==> config.mk <==
export PLATFORM = sky130hd
export DESIGN_NAME = multicycle_ctrl
export DESIGN_NICKNAME = d
export VERILOG_FILES = /design/src/rtl/multicycle_ctrl_pkg.sv /design/src/rtl/multicycle_ctrl_cond_check.sv /design/src/rtl/multicycle_ctrl.sv
export SDC_FILE = /design/constraint.sdc
export NUM_CORES = 1
export LEC_CHECK = 0
export ABC_AREA = 1
export CAP_MARGIN = 10
export CORE_AREA = 2 2 53 55
export CTS_CLUSTER_DIAMETER = 80
export DETAILED_ROUTE_END_ITERATION = 7
export DIE_AREA = 0 0 55 57
export PLACE_DENSITY_LB_ADDON = 0.12
export REMOVE_ABC_BUFFERS = 1
export SLEW_MARGIN = 5
export SYNTH_ARGS = -nofsm -noshare
export SYNTH_HDL_FRONTEND = slang
export SYNTH_HIERARCHICAL = 1
export SYNTH_SLANG_ARGS = --single-unit
==> constraint.sdc <==
create_clock -name clk_i -period 1.1 [get_ports clk_i]
set_input_delay 0.165 -clock clk_i [delete_from_list [all_inputs] [get_ports clk_i]]
set_output_delay 0.165 -clock clk_i [all_outputs]
set_load 0.05 [all_outputs]
==> src/rtl/multicycle_ctrl_pkg.sv <==
// ---------------------------------------------------------------------------
// multicycle_ctrl_pkg
//   Shared encodings for the multicycle ARM-subset control unit: FSM state
//   enum, instruction op/cmd codes, datapath mux select encodings, and small
//   helpers that decode the data-processing cmd field.
// ---------------------------------------------------------------------------
package multicycle_ctrl_pkg;

  typedef enum logic [3:0] {
    FETCH    = 4'd0,
    DECODE   = 4'd1,
    MEMADR   = 4'd2,
    MEMRD    = 4'd3,
    MEMWB    = 4'd4,
    MEMWR    = 4'd5,
    EXECUTER = 4'd6,
    EXECUTEI = 4'd7,
    ALUWB    = 4'd8,
    BRANCH   = 4'd9
  } state_e;

  // instr[27:26]
  localparam logic [1:0] OP_DATA   = 2'b00;
  localparam logic [1:0] OP_MEM    = 2'b01;
  localparam logic [1:0] OP_BRANCH = 2'b10;
  localparam logic [1:0] OP_UNDEF  = 2'b11;

  // instr[24:21] data-processing commands
  localparam logic [3:0] CMD_AND = 4'b0000;
  localparam logic [3:0] CMD_SUB = 4'b0010;
  localparam logic [3:0] CMD_ADD = 4'b0100;
  localparam logic [3:0] CMD_CMP = 4'b1010;
  localparam logic [3:0] CMD_ORR = 4'b1100;

  // ALU operation select
  localparam logic [1:0] ALU_ADD = 2'b00;
  localparam logic [1:0] ALU_SUB = 2'b01;
  localparam logic [1:0] ALU_AND = 2'b10;
  localparam logic [1:0] ALU_ORR = 2'b11;

  // Writeback result mux
  localparam logic [1:0] RES_ALUOUT    = 2'b00;
  localparam logic [1:0] RES_READDATA  = 2'b01;
  localparam logic [1:0] RES_ALURESULT = 2'b10;

  // ALU operand B mux
  localparam logic [1:0] SRCB_REG  = 2'b00;
  localparam logic [1:0] SRCB_IMM  = 2'b01;
  localparam logic [1:0] SRCB_FOUR = 2'b10;

  // Map a data-processing cmd onto the ALU; unlisted cmds fall back to ADD.
  function automatic logic [1:0] cmd_to_alu(input logic [3:0] cmd);
    case (cmd)
      CMD_SUB, CMD_CMP: return ALU_SUB;
      CMD_AND:          return ALU_AND;
      CMD_ORR:          return ALU_ORR;
      default:          return ALU_ADD;
    endcase
  endfunction

  // Only arithmetic commands produce meaningful carry/overflow.
  function automatic logic cmd_sets_cv(input logic [3:0] cmd);
    return (cmd == CMD_ADD) || (cmd == CMD_SUB) || (cmd == CMD_CMP);
  endfunction

endpackage

==> src/rtl/multicycle_ctrl_cond_check.sv <==
// ---------------------------------------------------------------------------
// multicycle_ctrl_cond_check
//   Evaluates an ARM condition field against the NZCV flags.
//   Ports:
//     cond_i     in  4  instr[31:28]
//     flags_i    in  4  NZCV
//     cond_ex_o  out 1  instruction should take effect
//   Encoding 4'b1111 is treated as never-execute.
// ---------------------------------------------------------------------------
module multicycle_ctrl_cond_check (
  input  logic [3:0] cond_i,
  input  logic [3:0] flags_i,
  output logic       cond_ex_o
);

  logic n, z, c, v;
  assign {n, z, c, v} = flags_i;

  always_comb begin
    cond_ex_o = 1'b0;
    case (cond_i)
      4'b0000: cond_ex_o = z;                   // EQ
      4'b0001: cond_ex_o = ~z;                  // NE
      4'b0010: cond_ex_o = c;                   // CS
      4'b0011: cond_ex_o = ~c;                  // CC
      4'b0100: cond_ex_o = n;                   // MI
      4'b0101: cond_ex_o = ~n;                  // PL
      4'b0110: cond_ex_o = v;                   // VS
      4'b0111: cond_ex_o = ~v;                  // VC
      4'b1000: cond_ex_o = c & ~z;              // HI
      4'b1001: cond_ex_o = ~c | z;              // LS
      4'b1010: cond_ex_o = (n == v);            // GE
      4'b1011: cond_ex_o = (n != v);            // LT
      4'b1100: cond_ex_o = ~z & (n == v);       // GT
      4'b1101: cond_ex_o = z | (n != v);        // LE
      4'b1110: cond_ex_o = 1'b1;                // AL
      default: cond_ex_o = 1'b0;                // 1111: never
    endcase
  end

endmodule

==> src/rtl/multicycle_ctrl.sv <==
// ---------------------------------------------------------------------------
// multicycle_ctrl
//   Sequencer for the multicycle ARM-subset core: main FSM, NZCV flag
//   register and conditional-execution gating of all side effects.
//   Ports:
//     clk_i, rst_ni                clock / async active-low reset
//     op_i, funct_i, rd_i, cond_i  instruction register fields
//     alu_flags_i                  NZCV produced by the current ALU op
//     mem_ready_i                  memory access completes this cycle
//     ir_write_o, pc_write_o       IR / PC load enables
//     adr_src_o                    memory address: 0 PC, 1 ALU result
//     mem_write_o, reg_write_o     memory / register-file write enables
//     result_src_o                 00 ALUOut, 01 ReadData, 10 ALUResult
//     alu_src_a_o, alu_src_b_o     ALU operand selects
//     alu_ctrl_o                   ALU operation
//     imm_src_o                    immediate format (op passthrough)
//     flags_o                      current NZCV register
// ---------------------------------------------------------------------------
module multicycle_ctrl
  import multicycle_ctrl_pkg::*;
#(
  parameter logic [3:0] RESET_FLAGS = 4'b0000,
  parameter int         ALU_CTRL_W  = 2
) (
  input  logic                  clk_i,
  input  logic                  rst_ni,
  input  logic [1:0]            op_i,
  input  logic [5:0]            funct_i,
  input  logic [3:0]            rd_i,
  input  logic [3:0]            cond_i,
  input  logic [3:0]            alu_flags_i,
  input  logic                  mem_ready_i,
  output logic                  ir_write_o,
  output logic                  pc_write_o,
  output logic                  adr_src_o,
  output logic                  mem_write_o,
  output logic                  reg_write_o,
  output logic [1:0]            result_src_o,
  output logic                  alu_src_a_o,
  output logic [1:0]            alu_src_b_o,
  output logic [ALU_CTRL_W-1:0] alu_ctrl_o,
  output logic [1:0]            imm_src_o,
  output logic [3:0]            flags_o
);

  state_e     state_q, state_d;
  logic [3:0] flags_q;
  logic       cond_ex_q;
  logic       cond_ex;
  logic [3:0] cmd;
  logic       s_bit;
  logic [1:0] alu_op;
  logic       ir_write, pc_write, mem_write, reg_write;

  assign cmd   = funct_i[4:1];
  assign s_bit = funct_i[0];

  multicycle_ctrl_cond_check u_cond_check (
    .cond_i   (cond_i),
    .flags_i  (flags_q),
    .cond_ex_o(cond_ex)
  );

  always_ff @(posedge clk_i or negedge rst_ni) begin
    if (!rst_ni) begin
      state_q   <= FETCH;
      flags_q   <= RESET_FLAGS;
      cond_ex_q <= 1'b0;
    end else begin
      state_q <= state_d;
      // Condition is evaluated once, against the flags as they stand when
      // the instruction is decoded.
      if (state_q == DECODE) cond_ex_q <= cond_ex;
      if ((state_q == EXECUTER || state_q == EXECUTEI) && cond_ex_q && s_bit) begin
        flags_q[3:2] <= alu_flags_i[3:2];
        if (cmd_sets_cv(cmd)) flags_q[1:0] <= alu_flags_i[1:0];
      end
    end
  end

  always_comb begin
    state_d      = FETCH;
    ir_write     = 1'b0;
    pc_write     = 1'b0;
    mem_write    = 1'b0;
    reg_write    = 1'b0;
    adr_src_o    = 1'b0;
    result_src_o = RES_ALUOUT;
    alu_src_a_o  = 1'b0;
    alu_src_b_o  = SRCB_REG;
    alu_op       = ALU_ADD;
    case (state_q)
      FETCH: begin
        // PC+4 computed and written back while the instruction is read.
        alu_src_a_o  = 1'b1;
        alu_src_b_o  = SRCB_FOUR;
        result_src_o = RES_ALURESULT;
        ir_write     = mem_ready_i;
        pc_write     = mem_ready_i;
        state_d      = mem_ready_i ? DECODE : FETCH;
      end
      DECODE: begin
        alu_src_a_o = 1'b1;
        alu_src_b_o = SRCB_FOUR;
        case (op_i)
          OP_MEM:    state_d = MEMADR;
          OP_DATA:   state_d = funct_i[5] ? EXECUTEI : EXECUTER;
          OP_BRANCH: state_d = BRANCH;
          default:   state_d = FETCH;
        endcase
      end
      EXECUTER: begin
        alu_op  = cmd_to_alu(cmd);
        state_d = ALUWB;
      end
      EXECUTEI: begin
        alu_src_b_o = SRCB_IMM;
        alu_op      = cmd_to_alu(cmd);
        state_d     = ALUWB;
      end
      ALUWB: begin
        // CMP only updates flags, never the register file.
        reg_write = cond_ex_q && (cmd != CMD_CMP);
        pc_write  = reg_write && (rd_i == 4'd15);
        state_d   = FETCH;
      end
      MEMADR: begin
        alu_src_b_o = SRCB_IMM;
        state_d     = funct_i[0] ? MEMRD : MEMWR;
      end
      MEMRD: begin
        adr_src_o = 1'b1;
        state_d   = mem_ready_i ? MEMWB : MEMRD;
      end
      MEMWR: begin
        adr_src_o = 1'b1;
        mem_write = cond_ex_q;
        state_d   = mem_ready_i ? FETCH : MEMWR;
      end
      MEMWB: begin
        result_src_o = RES_READDATA;
        reg_write    = cond_ex_q;
        pc_write     = cond_ex_q && (rd_i == 4'd15);
        state_d      = FETCH;
      end
      BRANCH: begin
        alu_src_b_o  = SRCB_IMM;
        result_src_o = RES_ALURESULT;
        pc_write     = cond_ex_q;
        state_d      = FETCH;
      end
      default: state_d = FETCH;
    endcase
  end

  // Reset forces FETCH, whose IR/PC enables follow mem_ready_i; gating with
  // rst_ni keeps every write enable low for the whole reset interval.
  assign ir_write_o  = ir_write  & rst_ni;
  assign pc_write_o  = pc_write  & rst_ni;
  assign mem_write_o = mem_write & rst_ni;
  assign reg_write_o = reg_write & rst_ni;

  assign alu_ctrl_o = ALU_CTRL_W'(alu_op);
  assign imm_src_o  = op_i;
  assign flags_o    = flags_q;

endmodule
==> metrics.md, run 1 <==
| Metric | Value |
|---|---|
| # rows | 19 |
| Worst-case clock buffer depth | 2 |
| Initial Util | 0.348 |
| Post-synthesis mux area share | 0 |
| Core Util, Final | 0.745 |
| Final net count | 259 |
| Setup TNS | -7.58 ns |
| Data arrival, critical path | 1.55 ns |
| Synthesis Warnings | 6 |
| Max-Cap Viols | 0 |
| Slew @ Worst Pin | 0.309 ns |
| Simple-gate share of the synthesized area | 0.487 |
| Final min period | 1.72 ns |
| Worst Path Required | 0.94 ns |
| Num Clock Sinks | 9 |
| Final worst-path cycle share | 1.56 |
| Die Ht | 57 µm |
| Core area | 0.00262 mm² |
| Worst Setup End Kind | output pin |
| Met1 wire length | 1200 µm |
| Largest net degree at the start of global routing | 10 |
| Most common cell after layout, fill and taps aside | nand2_1 |
| I/O Buffers | 40 |
| Final Max Slew Viols | 0 |
| Htree depth | 1 |
| Met2 wire len | 1710 µm |
| Worst vdd ir | 2.39 mV |
| Main combinational cell family by area after synthesis | simple AND/OR/NAND/NOR gates |
| CTS Buf Count | 3 |
| Netlist cell types | 22 |
| XOR/XNOR Fraction of Synth Area | 0 |
| Routed wire per std cell | 12.0 µm |
| Die Width | 55 µm |
| Met3 WL | 175 µm |
| 1st-iter DRT viols | 28 |
| Final WL | 3180 µm |
| Synthesized area | 910 µm² |
| LEAKAGE | 0.940 nW |
| CTS root buf | clkbuf_4 |
| Post-synthesis compound-gate area fraction | 0.125 |
| Vias in the first global route | 1319 |
| RSZ-0062 raised after global routing | true |
| CTS tree | built |
| Initial antenna violation count | 0 |
| Final setup vio count | 26 |
| Fin. Hold Viols | 0 |
| Via Count | 1321 |
| Via density | 4.97 |
| Crit path kind | register to output pin |
| Final setup margin | -0.616 ns |
| Worst hold slack | 0.254 ns |
| CTS clk-pin slew, worst paths | 0.06 ns |
| Adder-Cell Fraction of Synth Area | 0 |
| Syn_area_per_cell | 5.83 µm² |
| Layout cell share with drive strength beyond 1 | 0.447 |
| Antenna-violating nets left | 0 |
| Top Layer Used | met4 |
| First-pass GRT wire length | 5110 µm |
| Remaining Overflow, GRT | 0 |
| GRT Total Usage | 0.216 |
| Seq/Total Area, Yosys | 0.248 |
| Max-slew headroom | 0.791 |
| Worst skew pair latency | 0.25 ns |
| Pre-Repair DR Iteration Count | 4 |
| GPL Wtd Cong | 0.889 |
| Cells after synthesis | 156 |
| #FFs+latches synth | 9 |
| Failing checks | setup timing |
| Worst Setup Start Kind | register |
| Clock Skew | 0.00594 ns |
| Max Freq | 583 MHz |
| Ports | 41 |
| Pwr dens | 2130 mW/mm² |
| Worst Path Max Fanout | 5 |
| Area Growth Syn to Fin | 114% |
| DPL Wire Length | 2490 µm |
| Commonest non-fill, non-tap cells in the layout | nand2_1 (38), buf_4 (32), inv_1 (20) |
| Status | complete, but fails checks |
| Diodes inserted | 0 |
| Hold crit path type | input port to async pin |
| # DRC | 0 |
| Die footprint | 0.00314 mm² |
| Final Power | 0.00415 W |
[registers in the layout, indices dropped and copies added, names as in the netlist]
| signal | count |
|---|---|
| flags_o | 4 |
| cond_ex_q | 1 |
| state_q | 4 |
[area by class of cell]
class                   instances  area [µm²]
repair buffers                 78         883
fillers                       196         667
multi-input cells             116         662
flip-flops and latches          9         233
inverters                      28         105
well taps                      31        38.8
clock buffers                   4        26.3
[timing repair]
| item | in CTS | in global routing |
|---|---|---|
| hold buffers | 0 | 0 |
| resized for setup | 21 | 29 |
| setup endpoints to repair | 25 | 25 |
| buffers inserted | 4 | 6 |
| pin swaps | 2 | 8 |
[stage by stage]
stage                     area (µm²)  worst slack, ns  cells
after floorplan                  887            -1.47    153
after global placement          1720           -0.384    253
after detailed placement        1720           -0.410    253
after CTS                       1820           -0.628    261
after global routing            1950           -0.733    266
final                           1950           -0.616    266
[cell families after synthesis]
| logic type | count (synthesis) |
|---|---|
| and+or+nand+nor | 97 |
| AOI/OAI and AO/OA | 19 |
| DFF | 9 |
| buffers and inverters | 31 |
[Yosys cell counts, drive strengths merged]
cell,number,area share
o311ai,1,0.0096
inv,26,0.11
o221ai,1,0.0096
buf,3,0.025
nor3,2,0.011
nand3,20,0.11
nand2,51,0.23
o31ai,1,0.0083
dfrtp,9,0.25
o211ai,2,0.017
o21ai,6,0.033
nor2,21,0.12
nand4,2,0.014
clkinv,2,0.0083
nand3b,1,0.0083
a21oi,8,0.048
[critical path, stage by stage (launching register included)]
cell and delay (ns):
dfrtp_2 0.45, nor2_4 0.17, inv_2 0.07, nor2_4 0.10, nand2_2 0.06, nand2_1 0.05, nand2_1 0.06, a21oi_2 0.18
buf_12 0.15
[path summary, 6_finish.rpt]
kind	slack, ns	cells after the start	end	startpoint
min in group clk_i	0.46	3	flags_o[2]$_DFFE_PN0P_	alu_flags_i[2]
hold reg to reg	0.61	2	flags_o[2]$_DFFE_PN0P_	flags_o[2]$_DFFE_PN0P_
setup reg to reg	-0.22	8	flags_o[1]$_DFFE_PN0P_	state_q[3]$_DFF_PN0_
hold / removal	0.25	2	state_q[1]$_DFF_PN0_	rst_ni
max in group asynchronous	0.70	2	flags_o[2]$_DFFE_PN0P_	rst_ni
setup / recovery	-0.62	8	pc_write_o	state_q[0]$_DFF_PN0_
[metal layers]
metal	vias up	GRT usage
met5	-	0
met4	0	0.0732
met3	15	0.0628
met2	46	0.396
met1	604	0.225
li1	656	-
[power breakdown]
group / switching [W] / internal, W / leakage [nW]
logic: 0.00166 / 0.00162 / 0.815
registers: 0.000174 / 0.000454 / 0.111
clock network: 0.000104 / 0.000139 / 0.0150
No activity file was read; power rests on OpenSTA's default activity.
==> run 2, diff against run 1 <==
- PLACE_DENSITY: not set -> 0.76
- PLACE_DENSITY_LB_ADDON: 0.12 -> not set
- SETUP_SLACK_MARGIN: not set -> 0.4
==> run 2 against run 1 <==
  * The flow still finishes with violations (setup timing)
  * Non-clock buffer count increased by 4
  * Via count increased by 2.4%
  * Fmax decreased by 4.4%
  * Total power increased by 13%
  * Flip-flop and latch count unchanged
  * Register-to-register slack got worse by 0.15 ns
  * Setup slack got worse by 0.080 ns
  * Count of clock-buffer cells in the layout unchanged
  * Critical path depth decreased by 3
  * Die area unchanged
  * Largest cell class unchanged
  * Largest power group unchanged
==> metrics.md, run 2 (synthesis results as in run 1) <==
| Metric | Value |
|---|---|
| Status | complete, but fails checks |
| Failing checks | setup timing |
| RR Endpoint | state_q[0]$_DFF_PN0_ |
| Worst path slowest cell | dfrtp_2 |
| I/O Buffers | 40 |
| Final min period | 1.80 ns |
| Worst Path Required | 0.94 ns |
| CTS tree | built |
| Slew @ Worst Pin | 0.279 ns |
| Die Width | 55 µm |
| Worst Setup Start Kind | register |
| DPL Wire Length | 2210 µm |
| Worst-case clock buffer depth | 2 |
| Clock group share of total power | 0.057 |
| CTS clk-pin slew, worst paths | 0.06 ns |
| Worst hold path depth | 2 |
| Pwr dens | 2250 mW/mm² |
| Worst Hold End | state_q[3]$_DFF_PN0_ |
| Internal | 0.00245 W |
| Cell Area, Placed | 0.00172 mm² |
| R2R Setup Slk | -0.37 ns |
| CTS root buf | clkbuf_4 |
| Final Cell Area | 0.00208 mm² |
| Final Max Slew Viols | 0 |
| Clock Skew | 0.00696 ns |
| Num Clock Sinks | 9 |
| Commonest non-fill, non-tap cells in the layout | nand2_1 (39), buf_4 (25), inv_1 (18), buf_12 (18), buf_6 (17) |
| Seq pwr share | 0.135 |
| LEAKAGE | 0.986 nW |
| Final net count | 263 |
| Worst path cell trace | nor2_4 > buf_4 > nand4_1 > a21oi_1 > buf_12 |
| Via density | 5.01 |
| Die footprint | 0.00314 mm² |
| Final worst-path cycle share | 1.63 |
| # DRC | 0 |
| Worst r2r src | state_q[3]$_DFF_PN0_ |
| Antenna-violating nets left | 0 |
| Most common cell after layout, fill and taps aside | nand2_1 |
| Hold crit path type | input port to register |
| Worst skew pair latency | 0.27 ns |
| Fin. Hold Viols | 0 |
| Hold path start | op_i[0] |
| Remaining Overflow, GRT | 0 |
| Htree depth | 1 |
| Via Count | 1353 |
| Fill count | 163 |
| Initial antenna violation count | 0 |
| Dpl ws | -0.408 ns |
| Logic pwr share | 0.808 |
| 1st-iter DRT viols | 41 |
| Crit path kind | register to output pin |
| Final setup margin | -0.696 ns |
| Ports | 41 |
| Data arrival, critical path | 1.63 ns |
| Max Freq | 557 MHz |
| RSZ-0062 raised after global routing | true |
| Largest net degree at the start of global routing | 10 |
| Final setup vio count | 25 |
| Routed wire per std cell | 14.4 µm |
| Final WL | 3880 µm |
| Worst vdd ir | 2.22 mV |
| Worst Setup End Kind | output pin |
| First-pass GRT wire length | 5560 µm |
| Vias in the first global route | 1290 |
| Critical path's largest stage delay | 0.45 ns |
| Max-slew headroom | 0.811 |
| Pre-Repair DR Iteration Count | 4 |
| GPL Wtd Cong | 0.844 |
| Core area | 0.00262 mm² |
| Initial Util | 0.348 |
| Layout cell share with drive strength beyond 1 | 0.485 |
| Worst Path Max Fanout | 5 |
| Die Ht | 57 µm |
| Worst hold slack | 0.171 ns |
| # rows | 19 |
| Sw Share | 0.477 |
| Max-Cap Viols | 0 |
| FF-to-FF path depth | 9 |
| CTS Buf Count | 3 |
| Area Growth Syn to Fin | 129% |
| Diodes inserted | 0 |
| GRT Total Usage | 0.239 |
| Net load switching power | 0.00223 W |
[run 2: worst max-delay path, delay by kind of cell (launching register included)]
| family | cells | cell delay, ns |
|---|---|---|
| compound gates | 1 | 0.28 |
| buf+inv | 2 | 0.32 |
| flops | 1 | 0.45 |
| simple gates | 2 | 0.31 |
[run 2: timing repair]
item                                    in CTS  in global routing
endpoints found under the setup margin      27                 25
buffers inserted                             7                  7
gates cloned                                 0                  0
gates resized for setup                     55                 28
pin swaps                                   17                 13
hold buffers                                 0                  0
[run 2: power groups by stage]
stage	Clock [W]	Combinational (W)	Sequential, W
floorplan	0	0.00114	0.000715
global placement	0	0.00290	0.000580
detailed placement	0	0.00293	0.000585
CTS	0.000261	0.00334	0.000607
global route	0.000303	0.00396	0.000639
finish	0.000266	0.00379	0.000632
[run 2: layout make-up]
cell class              instances  area [µm²]  share of cell area
clock buffers                   4        26.3              0.0126
inverters                      28         113              0.0542
multi-input cells             116         726               0.349
flip-flops and latches          9         231               0.111
well taps                      31        38.8              0.0187
repair buffers                 82         945               0.454
[run 2: metal layers]
| metal | global-route usage | routed length (µm) |
|---|---|---|
| met4 | 0.0662 | 69 |
| met2 | 0.425 | 2150 |
| met5 | 0 | 0 |
| met3 | 0.0654 | 208 |
| met1 | 0.272 | 1460 |
[run 2: worst max-delay path by stage]
stage,start,to
global route,state_q[2]$_DFF_PN0_,pc_write_o
global placement,cond_i[1],cond_ex_q$_DFFE_PN0P_
floorplan,state_q[3]$_DFF_PN0_,alu_src_b_o[0]
finish,state_q[1]$_DFF_PN0_,reg_write_o
detailed placement,funct_i[2],alu_ctrl_o[0]
CTS,state_q[1]$_DFF_PN0_,pc_write_o
[run 2: stage by stage]
stage	setup TNS [ns]	total power (W)	std cells	util
2_1_floorplan	-8.53	0.00186	153	-
3_3_place_gp	-4.68	0.00348	252	0.656
3_5_place_dp	-4.94	0.00351	252	0.656
4_1_cts	-8.02	0.00421	263	0.733
5_1_grt	-11.15	0.00490	270	0.795
6_report	-9.69	0.00468	270	0.795
